==> src/rtl/axilite_gpio_in_responder.sv <==
// AXI4-Lite input-GPIO responder: synchronises external pins, exposes them as
// a readable DATA register, latches programmable edges into IRQ_PEND and
// drives a level interrupt from IRQ_PEND & IRQ_EN.
// Optional per-pin debounce filter: define GPIO_IN_DEBOUNCE_EN.
// Register window (32 bytes, word aligned):
//   0x00 DATA (RO), 0x04 IRQ_EN (RW), 0x08 IRQ_PEND (RW1C), 0x0C EDGE_SEL (RW)
module axilite_gpio_in_responder #(
    parameter int NUM_GPIO        = 16,
    parameter int ADDR_WIDTH      = 32,
    parameter int DATA_WIDTH      = 32,
    parameter int DEBOUNCE_CYCLES = 1000
) (
    input  logic                  clock_i,
    input  logic                  reset_i,
    input  logic [NUM_GPIO-1:0]   gpio_i,
    output logic                  int_o,
    input  logic [ADDR_WIDTH-1:0] s_axilite_awaddr_i,
    input  logic                  s_axilite_awvalid_i,
    output logic                  s_axilite_awready_o,
    input  logic [31:0]           s_axilite_wdata_i,
    input  logic [3:0]            s_axilite_wstrb_i,
    input  logic                  s_axilite_wvalid_i,
    output logic                  s_axilite_wready_o,
    output logic [1:0]            s_axilite_bresp_o,
    output logic                  s_axilite_bvalid_o,
    input  logic                  s_axilite_bready_i,
    input  logic [ADDR_WIDTH-1:0] s_axilite_araddr_i,
    input  logic                  s_axilite_arvalid_i,
    output logic                  s_axilite_arready_o,
    output logic [31:0]           s_axilite_rdata_o,
    output logic [1:0]            s_axilite_rresp_o,
    output logic                  s_axilite_rvalid_o,
    input  logic                  s_axilite_rready_i
);

    localparam logic [4:0] OFF_DATA    = 5'h00;
    localparam logic [4:0] OFF_EN      = 5'h04;
    localparam logic [4:0] OFF_PEND    = 5'h08;
    localparam logic [4:0] OFF_EDGE    = 5'h0C;
    localparam logic [1:0] RESP_OKAY   = 2'b00;
    localparam logic [1:0] RESP_SLVERR = 2'b10;

    typedef enum logic [1:0] {WR_IDLE, WR_ACK, WR_RESP} wr_state_e;
    typedef enum logic [1:0] {RD_IDLE, RD_ACK, RD_DATA} rd_state_e;

    wr_state_e wr_state_q;
    rd_state_e rd_state_q;

    logic [NUM_GPIO-1:0] sync1_q, sync2_q, prev_q, data_w;
    logic [NUM_GPIO-1:0] en_q, en_d, pend_q, pend_d, edge_q, edge_d;
    logic [NUM_GPIO-1:0] rise, fall, evt, w1c, wmask, wdat;
    logic [31:0]         wmask32;
    logic                int_q;

    logic                awready_q, wready_q, bvalid_q, arready_q, rvalid_q;
    logic [1:0]          bresp_q, rresp_q;
    logic [31:0]         rdata_q;

    logic [4:0]          wr_off, rd_off;
    logic                wr_err, wr_commit, rd_err;
    logic [31:0]         rd_data;

    // Two-flop synchroniser on the raw pins
    always_ff @(posedge clock_i or posedge reset_i) begin
        if (reset_i) begin
            sync1_q <= '0;
            sync2_q <= '0;
        end else begin
            sync1_q <= gpio_i;
            sync2_q <= sync1_q;
        end
    end

`ifdef GPIO_IN_DEBOUNCE_EN
    localparam int                CNT_W    = $clog2(DEBOUNCE_CYCLES);
    localparam logic [CNT_W-1:0]  CNT_LAST = CNT_W'(DEBOUNCE_CYCLES - 1);

    logic [NUM_GPIO-1:0] deb_q;
    logic [CNT_W-1:0]    cnt_q [NUM_GPIO];

    // Per-pin filter: adopt the synchronised value only after it has differed
    // from the filtered value for DEBOUNCE_CYCLES consecutive cycles
    always_ff @(posedge clock_i or posedge reset_i) begin
        if (reset_i) begin
            deb_q <= '0;
            for (int i = 0; i < NUM_GPIO; i++) cnt_q[i] <= '0;
        end else begin
            for (int i = 0; i < NUM_GPIO; i++) begin
                if (sync2_q[i] == deb_q[i]) begin
                    cnt_q[i] <= '0;
                end else if (cnt_q[i] == CNT_LAST) begin
                    deb_q[i] <= sync2_q[i];
                    cnt_q[i] <= '0;
                end else begin
                    cnt_q[i] <= cnt_q[i] + 1'b1;
                end
            end
        end
    end

    assign data_w = deb_q;
`else
    assign data_w = sync2_q;
`endif

    assign rise = data_w & ~prev_q;
    assign fall = ~data_w & prev_q;
    assign evt  = (edge_q & rise) | (~edge_q & fall);

    // Write decode; the commit happens during the single ACK cycle while the
    // master still holds AW/W valid
    assign wr_off    = s_axilite_awaddr_i[4:0];
    assign wr_err    = (wr_off[1:0] != 2'b00) || wr_off[4] || (wr_off == OFF_DATA);
    assign wr_commit = (wr_state_q == WR_ACK) && !wr_err;
    assign wmask32   = {{8{s_axilite_wstrb_i[3]}}, {8{s_axilite_wstrb_i[2]}},
                        {8{s_axilite_wstrb_i[1]}}, {8{s_axilite_wstrb_i[0]}}};
    assign wmask     = wmask32[NUM_GPIO-1:0];
    assign wdat      = s_axilite_wdata_i[NUM_GPIO-1:0];

    // Next-state of the register file; a new edge overrides a same-cycle W1C
    always_comb begin
        en_d   = en_q;
        edge_d = edge_q;
        w1c    = '0;
        if (wr_commit) begin
            case (wr_off)
                OFF_EN:   en_d   = (en_q & ~wmask) | (wdat & wmask);
                OFF_PEND: w1c    = wdat & wmask;
                OFF_EDGE: edge_d = (edge_q & ~wmask) | (wdat & wmask);
                default:  ;
            endcase
        end
        pend_d = (pend_q & ~w1c) | evt;
    end

    // Register file, edge-detect history and registered interrupt
    always_ff @(posedge clock_i or posedge reset_i) begin
        if (reset_i) begin
            prev_q <= '0;
            en_q   <= '0;
            pend_q <= '0;
            edge_q <= '0;
            int_q  <= 1'b0;
        end else begin
            prev_q <= data_w;
            en_q   <= en_d;
            pend_q <= pend_d;
            edge_q <= edge_d;
            int_q  <= |(pend_q & en_q);
        end
    end

    // Write channel FSM: accept only when AW and W are presented together
    always_ff @(posedge clock_i or posedge reset_i) begin
        if (reset_i) begin
            wr_state_q <= WR_IDLE;
            awready_q  <= 1'b0;
            wready_q   <= 1'b0;
            bvalid_q   <= 1'b0;
            bresp_q    <= RESP_OKAY;
        end else begin
            case (wr_state_q)
                WR_IDLE: begin
                    if (s_axilite_awvalid_i && s_axilite_wvalid_i) begin
                        wr_state_q <= WR_ACK;
                        awready_q  <= 1'b1;
                        wready_q   <= 1'b1;
                    end
                end
                WR_ACK: begin
                    awready_q  <= 1'b0;
                    wready_q   <= 1'b0;
                    bvalid_q   <= 1'b1;
                    bresp_q    <= wr_err ? RESP_SLVERR : RESP_OKAY;
                    wr_state_q <= WR_RESP;
                end
                WR_RESP: begin
                    if (s_axilite_bready_i) begin
                        bvalid_q   <= 1'b0;
                        bresp_q    <= RESP_OKAY;
                        wr_state_q <= WR_IDLE;
                    end
                end
                default: wr_state_q <= WR_IDLE;
            endcase
        end
    end

    assign rd_off = s_axilite_araddr_i[4:0];

    // Read mux; registers are sampled before any same-cycle write lands
    always_comb begin
        rd_data = '0;
        rd_err  = 1'b0;
        if ((rd_off[1:0] != 2'b00) || rd_off[4]) begin
            rd_err = 1'b1;
        end else begin
            case (rd_off[3:2])
                2'd0:    rd_data = 32'(data_w);
                2'd1:    rd_data = 32'(en_q);
                2'd2:    rd_data = 32'(pend_q);
                default: rd_data = 32'(edge_q);
            endcase
        end
    end

    // Read channel FSM: capture data in ACK, hold it until rready
    always_ff @(posedge clock_i or posedge reset_i) begin
        if (reset_i) begin
            rd_state_q <= RD_IDLE;
            arready_q  <= 1'b0;
            rvalid_q   <= 1'b0;
            rresp_q    <= RESP_OKAY;
            rdata_q    <= '0;
        end else begin
            case (rd_state_q)
                RD_IDLE: begin
                    if (s_axilite_arvalid_i) begin
                        rd_state_q <= RD_ACK;
                        arready_q  <= 1'b1;
                    end
                end
                RD_ACK: begin
                    arready_q  <= 1'b0;
                    rvalid_q   <= 1'b1;
                    rdata_q    <= rd_data;
                    rresp_q    <= rd_err ? RESP_SLVERR : RESP_OKAY;
                    rd_state_q <= RD_DATA;
                end
                RD_DATA: begin
                    if (s_axilite_rready_i) begin
                        rvalid_q   <= 1'b0;
                        rdata_q    <= '0;
                        rresp_q    <= RESP_OKAY;
                        rd_state_q <= RD_IDLE;
                    end
                end
                default: rd_state_q <= RD_IDLE;
            endcase
        end
    end

    assign int_o               = int_q;
    assign s_axilite_awready_o = awready_q;
    assign s_axilite_wready_o  = wready_q;
    assign s_axilite_bvalid_o  = bvalid_q;
    assign s_axilite_bresp_o   = bresp_q;
    assign s_axilite_arready_o = arready_q;
    assign s_axilite_rvalid_o  = rvalid_q;
    assign s_axilite_rresp_o   = rresp_q;
    assign s_axilite_rdata_o   = rdata_q;

    // Address bits above the window, data bits above NUM_GPIO and the width
    // parameters are intentionally not decoded
    logic        unused_bits;
    logic [31:0] unused_par;
    assign unused_bits = ^{s_axilite_awaddr_i, s_axilite_araddr_i, s_axilite_wdata_i, wmask32};
    assign unused_par  = 32'(DATA_WIDTH) ^ 32'(DEBOUNCE_CYCLES);

endmodule

==> config.mk <==
export PLATFORM = sky130hd
export DESIGN_NAME = axilite_gpio_in_responder
export DESIGN_NICKNAME = d
export VERILOG_FILES = /design/src/rtl/axilite_gpio_in_responder.sv
export SDC_FILE = /design/constraint.sdc
export NUM_CORES = 1
export LEC_CHECK = 0
export BUFFER_PORTS_ARGS = -buffer_cell sky130_fd_sc_hd__buf_2
export CAP_MARGIN = 20
export CORE_UTILIZATION = 54
export CTS_CLUSTER_DIAMETER = 120
export DETAILED_ROUTE_END_ITERATION = 8
export HOLD_SLACK_MARGIN = 0.1
export PLACE_DENSITY = 0.85
export SYNTH_ARGS = -nofsm -noshare
export SYNTH_HDL_FRONTEND = slang
export SYNTH_SLANG_ARGS = --single-unit
==> constraint.sdc <==
create_clock -name clock_i -period 7.4 [get_ports clock_i]
set_input_delay 0.37 -clock clock_i [delete_from_list [all_inputs] [get_ports clock_i]]
set_output_delay 0.37 -clock clock_i [all_outputs]
set_load 0.005 [all_outputs]
==> run summary, run 1 <==
worst-case reg-to-reg path depth -> 3
pin count of the biggest net entering global routing -> 65
Logic pwr share -> 10.9%
sequential share of power -> 43.5%
# fillers -> 573
io pins -> 165
drt pass-1 iters -> 6
Worst Skew -> 6.65 ps
#FFs+latches synth -> 123
CTS Buf Count -> 17
reg2reg setup slack -> 5380 ps
Area Growth Syn to Fin -> 24.4%
DR iter-0 viols -> 240
Vias -> 3,379
post-CTS sizing -> 0
H-tree Lvls -> 4
Slew headroom -> 27.9%
Final Util -> 70.1%
register area share after synthesis -> 62.4%
status -> completed
gpl congestion -> 0.776
WL/cell -> 18.6 µm
count leader, synth -> dfrtp_1
Starting Density -> 56.3%
num rows -> 34
net switching power -> 433 µW
PnR worst setup slack -> 5380 ps
antenna violations before repair -> 0
remaining global-route overflow -> 0
share of layout cells above drive strength 1 -> 33.8%
Max Slew Vio Count -> 0
internal power -> 1.36 mW
CTS tree -> yes
WS Path Type -> flop to flop
synth warn -> 0
Synth area leader -> dfrtp_1
Syn Area/Cell -> 14.1 µm²
maximum vdd ir drop -> 160 µV
overall power -> 1.79 mW
Critical Path AT -> 2420 ps
Max-Cap Viols -> 0
Setup Viol. Count Final -> 0
Pleak -> 2.85 nW
top-area cell type share of the netlist area -> 62.4%
multi-input logic area -> 0.00172 mm²
final hold vios -> 0
top cells by area, synth -> dfrtp_1 (62%), mux4_2 (7.3%), mux2_2 (5.5%), a22o_1 (3.6%), buf_4 (2.9%)
Synth Instances -> 351
clock power share -> 45.5%
Avg Vias per Cell -> 5.87
hpwl dp -> 6.86 mm
Final period util -> 27.3%
fin crit period -> 2020 ps
Die W -> 97.6 µm
fmax -> 495 MHz
chip height -> 97.6 µm
asr flop ratio synth -> 100%
Synth top cells by count -> dfrtp_1 (123), nor2_1 (32), mux2_2 (24), a22o_1 (20), nand2_1 (20)
EDFF count, synth -> 0
RSZ-0062 raised after global routing -> false
DR DRC count -> 0
Reg-to-Reg Start -> wr_state_q[1]
CTS sink cnt -> 123
diode count -> 0
gr usage total -> 23.8%
Setup crit start -> wr_state_q[1]
Req. time, crit path -> 7800 ps
Storage cell area -> 0.00308 mm²
IO buf count -> 74
number of global-route vias before repair -> 3,487
pre-CTS setup slack -> 5170 ps
Clk Latency, worst-skew pair -> 520 ps
pwr dens -> 291 mW/mm²
full die area -> 0.00952 mm²
setup TNS -> 0 ps
final-stage net count -> 578
core area -> 0.00876 mm²
Max Buffers Root-to-Sink -> 2
first-pass GRT wire length -> 17.2 mm
crit end category -> flop
min-delay worst type -> input port to flop
Root Driver -> clkbuf_8
clock-pin slew on the worst setup and hold paths -> 60 ps
Routed Antenna Nets -> 0
switching share of total power -> 24.2%
Primary FF master, synth -> dfrtp_1
Setup crit start kind -> flop
cell area after synthesis -> 0.00493 mm²
final WL -> 10.7 mm
worst-margin pin slew -> 1070 ps
unique cell type count in the Yosys netlist -> 33
Critical Path Fanout Max -> 9
[worst min path at each step]
stage	startpoint	to	slack [ps]	cells after the start
after floorplan	sync1_q[0]	data_w[0]	330	0
after global placement	sync1_q[13]	data_w[13]	330	0
after detailed placement	sync1_q[11]	data_w[11]	330	0
after CTS	s_axilite_wdata_i[1]	flop	110	2
after global routing	s_axilite_wdata_i[5]	flop	120	2
final	s_axilite_wdata_i[13]	flop	110	2
[critical path, cell delays in order, from the launching register on]
cell and delay [ps]:
dfrtp_1 460, and4b_1 550, nand3_1 460, mux2_2 420
[power groups by stage]
stage / Clock [mW] / Combinational [mW] / Sequential (mW)
final: 0.814 / 0.196 / 0.779
after global routing: 0.852 / 0.216 / 0.786
after CTS: 0.821 / 0.199 / 0.778
after detailed placement: 0 / 0.189 / 0.789
after global placement: 0 / 0.181 / 0.784
after floorplan: 0 / 0.119 / 0.781
[per-stage QoR]
step	instance area, µm²	hold WS, ps	cells
5_1_grt	6140	117	576
4_1_cts	6140	106	576
2_1_floorplan	5000	331	368
3_5_place_dp	5340	335	523
6_report	6140	112	576
3_3_place_gp	5340	333	523
[cells in the final DEF, fill, tap and decap left out, types with 3 or more instances in the layout]
cell type and instances:
a22o_1 20, a221oi_1 4, buf_2 74, a21oi_1 6
mux4_2 16, a211o_1 3, clkinv_2 5, nand2_1 20
inv_1 3, conb_1 18, nor3_1 3, clkinvlp_4 3
a221o_1 13, nand4_1 3, dlygate4sd3_1 21, dfrtp_1 123
nor3b_1 3, clkbuf_8 3, nor2b_1 5, mux2_2 24
mux2_4 8, nor2_1 32, nand2b_1 4, nand3_1 17
clkbuf_16 16, bufinv_16 3
[per-layer routing]
layer | routed length (µm) | track usage [%]
met1 | 4170 | 29.0
met2 | 5690 | 40.9
met3 | 702 | 6.33
met4 | 159 | 8.37
met5 | 0 | 0
[kinds of logic (layout without fill, tap and decap cells)]
logic type,after synthesis,in the layout,share of synthesized area (%)
other,1,18,0.0760
flip-flops,123,123,62.4
AO/OA/AOI/OAI,52,52,8.85
AND/OR/NAND/NOR,94,94,9.28
multiplexers,48,48,15.2
buffers and inverters,33,133,4.18
[final cells by class]
type                       instances  area share [%]
clock buffer                      20            7.25
timing repair buffer              97            9.70
clock inverter                    12            2.38
tap                              108            2.20
multi-input combinational        212            28.0
inverter                           4           0.285
sequential                       123            50.1
[what timing repair did]
action                                 4_1_cts  5_1_grt
setup buffers                                0        0
setup endpoints to repair                    0        0
endpoints found under the hold margin       78        0
hold buffers                                21        0
(Power assumes the default switching activity.)
==> run 2, diff against run 1 <==
CORE_UTILIZATION = 45   (was 54)
PLACE_DENSITY = 0.75   (was 0.85)
clock period = 1.65 ns   (was 7.4 ns; I/O delays follow)
==> run summary, run 2 (synthesis results as in run 1) <==
status -> completed
pwr dens -> 1200 mW/mm²
worst-case reg-to-reg path depth -> 4
core area -> 0.0105 mm²
Buf/Inv on CP -> 1
DR iter-0 viols -> 181
Critical Path AT -> 2010 ps
num rows -> 37
final hold slack -> 130 ps
setup TNS -> 0 ps
antenna violations before repair -> 0
hpwl dp -> 6.89 mm
io pins -> 165
Worst Skew -> 5.09 ps
internal power -> 5.91 mW
drt pass-1 iters -> 4
full die area -> 0.0114 mm²
CTS Buf Count -> 17
Slew headroom -> 61.9%
first-pass GRT wire length -> 17.9 mm
Final Util -> 62.5%
final-stage net count -> 617
family with the most delay on the worst path -> simple AND/OR/NAND/NOR gates
chip height -> 107 µm
gpl congestion -> 0.779
Max-Cap Viols -> 0
pin count of the biggest net entering global routing -> 77
PnR worst setup slack -> 39.5 ps
sequential share of power -> 44.4%
Routed Antenna Nets -> 0
IO buf count -> 74
Logic pwr share -> 12.6%
H-tree Lvls -> 4
maximum vdd ir drop -> 849 µV
clock-pin slew on the worst setup and hold paths -> 60 ps
Setup Viol. Count Final -> 0
Reg-to-Reg Start -> wr_state_q[1]
Avg Vias per Cell -> 5.31
Root Driver -> clkbuf_8
Max Buffers Root-to-Sink -> 2
final hold vios -> 0
DR DRC count -> 0
Die W -> 107 µm
Final period util -> 97.6%
HP Start -> s_axilite_wstrb_i[0]
Pleak -> 3.03 nW
commonest non-fill, non-tap cell in the layout -> dfrtp_1
final WL -> 10.9 mm
switching share of total power -> 24.6%
fmax -> 621 MHz
diode count -> 0
Starting Density -> 47.2%
CTS tree -> yes
most frequent cells in the layout -> dfrtp_1 (123), buf_2 (74), dlygate4sd3_1 (43)
WS Path Type -> flop to flop
worst-margin pin slew -> 571 ps
pre-CTS setup slack -> -76.7 ps
Critical Path Fanout Max -> 8
hold depth -> 4
Area Growth Syn to Fin -> 32.5%
Worst path max stage delay -> 480 ps
Max Slew Vio Count -> 0
share of layout cells above drive strength 1 -> 34.6%
Setup crit start kind -> flop
RSZ-0062 raised after global routing -> true
min-delay worst type -> input port to flop
reg2reg setup slack -> 40 ps
slowest cell on the critical path -> or4_4
CTS sink cnt -> 123
clock power share -> 43.0%
crit end category -> flop
Vias -> 3,411
# fillers -> 808
Clk Latency, worst-skew pair -> 520 ps
WL/cell -> 16.9 µm
gr usage total -> 21.0%
crit-path cells -> nand2b_1, or4_4, buf_6, mux2_4
number of global-route vias before repair -> 3,597
fin crit period -> 1610 ps
Req. time, crit path -> 2050 ps
remaining global-route overflow -> 0
net switching power -> 1.93 mW
==> run 2: power by group through the flow <==
| stage | clock network (mW) | registers [mW] | logic (mW) |
|---|---|---|---|
| finish | 3.38 | 3.48 | 0.986 |
| global route | 3.58 | 3.52 | 1.08 |
| CTS | 3.43 | 3.48 | 0.988 |
| detailed placement | 0 | 3.53 | 0.896 |
| global placement | 0 | 3.51 | 0.866 |
| floorplan | 0 | 3.50 | 0.536 |
==> run 2: worst max-delay path by stage <==
| stage | start | endpoint | slack [ps] | depth (start not counted) |
|---|---|---|---|---|
| after floorplan | wr_state_q[1] | flop | 7 | 4 |
| after global placement | s_axilite_awaddr_i[1] | flop | -70 | 5 |
| after detailed placement | s_axilite_awaddr_i[1] | flop | -80 | 5 |
| after CTS | rd_state_q[1] | s_axilite_rdata_o[12] | 0.7 | 3 |
| after global routing | wr_state_q[1] | pend_q[10] | -10 | 5 |
| final | wr_state_q[1] | flop | 40 | 4 |
==> run 2: worst register-to-register path, stage by stage (launching register included) <==
cell      delay (ps)
dfrtp_1          380
nand2b_1         160
or4_4            480
buf_6            170
mux2_4           310
==> run 2: final cells by class <==
class                      instances  area (µm²)  share of cell area, %
sequential                       123        3080                   47.1
multi-input combinational        212        1720                   26.3
timing repair buffer             136        1010                   15.4
clock buffer                      23         477                   7.29
tap                              136         170                   2.60
clock inverter                     8        67.6                   1.03
inverter                           4        18.8                  0.287
==> run 2: timing repair <==
action	CTS	global route
hold endpoints to repair	197	0
gates resized for setup	0	3
gates cloned	0	0
endpoints found under the setup margin	1	24
setup buffers	1	0
hold buffers	43	0
==> run 2: per-stage QoR <==
step	cells	power, mW	area, µm²
6_report	642	7.84	6540
5_1_grt	642	8.19	6540
4_1_cts	642	7.89	6530
3_5_place_dp	567	4.43	5550
3_3_place_gp	567	4.37	5550
2_1_floorplan	368	4.04	5000
==> run 2: routing by layer <==
metal	global-route usage (%)	part of all wire (%)	vias up	wire, µm
met5	0	0	-	0
met4	7.05	1.6	0	177
met3	7.05	5.4	15	591
met2	34.7	50	113	5480
met1	26.0	43	1739	4630
li1	-	-	1544	-
==> run 3, diff against run 2 <==
BUFFER_PORTS_ARGS = unset   (was -buffer_cell sky130_fd_sc_hd__buf_2)
CORE_UTILIZATION = 56   (was 45)
CTS_CLUSTER_SIZE = 12   (was unset)
DONT_BUFFER_PORTS = 1   (was unset)
PLACE_DENSITY = 0.74   (was 0.75)
==> run summary, run 3 (synthesis results as in run 1) <==
status -> finished, violations left
failing checks -> setup timing
PnR worst setup slack -> -18.1 ps
clock power share -> 46.4%
CTS tree -> yes
Req. time, crit path -> 2040 ps
Final Util -> 75.2%
WS Path Type -> input port to flop
commonest non-fill, non-tap cell in the layout -> dfrtp_1
IO buf count -> 0
Pleak -> 2.78 nW
# fillers -> 521
full die area -> 0.00919 mm²
Slew headroom -> 39.6%
RSZ-0062 raised after global routing -> true
core area -> 0.00838 mm²
Setup crit start kind -> input port
Routed Antenna Nets -> 0
H-tree Lvls -> 4
Max Buffers Root-to-Sink -> 2
internal power -> 6.21 mW
DR iter-0 viols -> 149
slowest cell on the critical path -> or4_4
remaining global-route overflow -> 0
Starting Density -> 58.9%
DR DRC count -> 0
worst-margin pin slew -> 904 ps
pin count of the biggest net entering global routing -> 49
Setup Viol. Count Final -> 8
Clk Latency, worst-skew pair -> 500 ps
crit-path cells -> dlygate4sd3_1, or3_4, or4_4, mux2_4
maximum vdd ir drop -> 910 µV
hpwl dp -> 6.46 mm
Max Slew Vio Count -> 0
most frequent cells in the layout -> dfrtp_1 (123), dlygate4sd3_1 (52), nor2_1 (32)
crit end category -> flop
first-pass GRT wire length -> 17.4 mm
fmax -> 599 MHz
chip height -> 95.9 µm
Post CTS Setup Buffer Count -> 0
number of global-route vias before repair -> 3,431
antenna violations before repair -> 0
final WL -> 10.9 mm
Logic pwr share -> 10.0%
CTS sink cnt -> 123
Worst path max stage delay -> 640 ps
gr usage total -> 27.0%
Critical Path AT -> 2060 ps
Finished Layout Cells -> 543
CTS Buf Count -> 17
WL/cell -> 20.1 µm
net switching power -> 1.86 mW
fin crit period -> 1670 ps
Critical Path Fanout Max -> 8
Root Driver -> clkbuf_8
Vias -> 3,237
share of layout cells above drive strength 1 -> 22.8%
diode count -> 0
Storage cell area -> 0.00308 mm²
final-stage net count -> 549
num rows -> 33
Die W -> 95.9 µm
pwr dens -> 1280 mW/mm²
placed cell count -> 460
clock-pin slew on the worst setup and hold paths -> 50 ps
Area Growth Syn to Fin -> 27.7%
Worst Skew -> 8.06 ps
io pins -> 165
Final period util -> 101%
multi-input logic area -> 0.00173 mm²
switching share of total power -> 23.1%
gpl congestion -> 0.783
min-delay worst type -> input port to flop
Avg Vias per Cell -> 5.96
sequential share of power -> 43.6%
final hold vios -> 0
Max-Cap Viols -> 0
drt pass-1 iters -> 4
## run 3: changes by cell type in the layout (fill, tap and decap cells not counted), moves of 2 or more
cell,change
buf_12,+2
buf_2,-74
buf_4,-4
bufinv_16,+2
clkbuf_8,+2
clkinv_2,-4
dlygate4sd3_1,+9
## run 3: layout make-up
cell class / count / share of cell area [%]
Clock buffer: 25 / 8.00
Multi-Input combinational cell: 212 / 27.5
Clock inverter: 6 / 1.71
Sequential cell: 123 / 48.8
Timing Repair Buffer: 68 / 11.6
Tap cell: 105 / 2.08
Inverter: 4 / 0.298
## run 3: path summary, 6_finish.rpt
kind | from | endpoint | slack, ps | depth (start not counted)
worst max-delay path | s_axilite_awaddr_i[0] | flop | -20 | 4
worst min-delay path | s_axilite_awaddr_i[1] | flop | 120 | 3
worst max register to register | wr_state_q[1] | flop | 30 | 3
worst min register to register | sync1_q[3] | data_w[3] | 340 | 0
max in group asynchronous | reset_i | s_axilite_rresp_o[1] | 340 | 3
min in group asynchronous | reset_i | asynchronous set/reset pin | 190 | 3
## run 3: power groups by stage
stage | clock network, mW | registers [mW] | logic, mW
after floorplan | 0 | 3.50 | 0.536
after global placement | 0 | 3.55 | 0.626
after detailed placement | 0 | 3.57 | 0.651
after CTS | 3.80 | 3.52 | 0.803
after global routing | 3.95 | 3.56 | 0.891
final | 3.75 | 3.52 | 0.810
## run 3: critical path, delay by kind of cell
kind	cells	cell delay, ps
muxes	1	340
buffers and inverters	1	590
and+or+nand+nor	2	1030
## run 3: per-layer routing
metal	track usage (%)	part of all wire, %	vias to the layer above
met1	32.6	40	1675
met2	45.8	52	134
li1	-	-	1411
met4	10.7	1.9	0
met3	7.74	6.0	17
met5	0	0	-
## run 3: repair_timing
item	CTS	global route
setup endpoints to repair	8	15
hold endpoints to repair	213	0
resized for setup	2	3
hold buffers	53	0
## run 3: through the flow
| stage | hold WS, ps | TNS [ps] | instance area [µm²] | power, mW | worst slack (ps) |
|---|---|---|---|---|---|
| final | 120 | -63.3 | 6300 | 8.08 | -18.1 |
| after global routing | 104 | -133 | 6300 | 8.40 | -25.9 |
| after CTS | 107 | 0 | 6300 | 8.12 | 8.69 |
| after detailed placement | 0.744 | 0 | 5140 | 4.22 | 7.12 |
| after global placement | -3.13 | 0 | 5140 | 4.18 | 30.6 |
| after floorplan | 114 | 0 | 5000 | 4.04 | 6.76 |
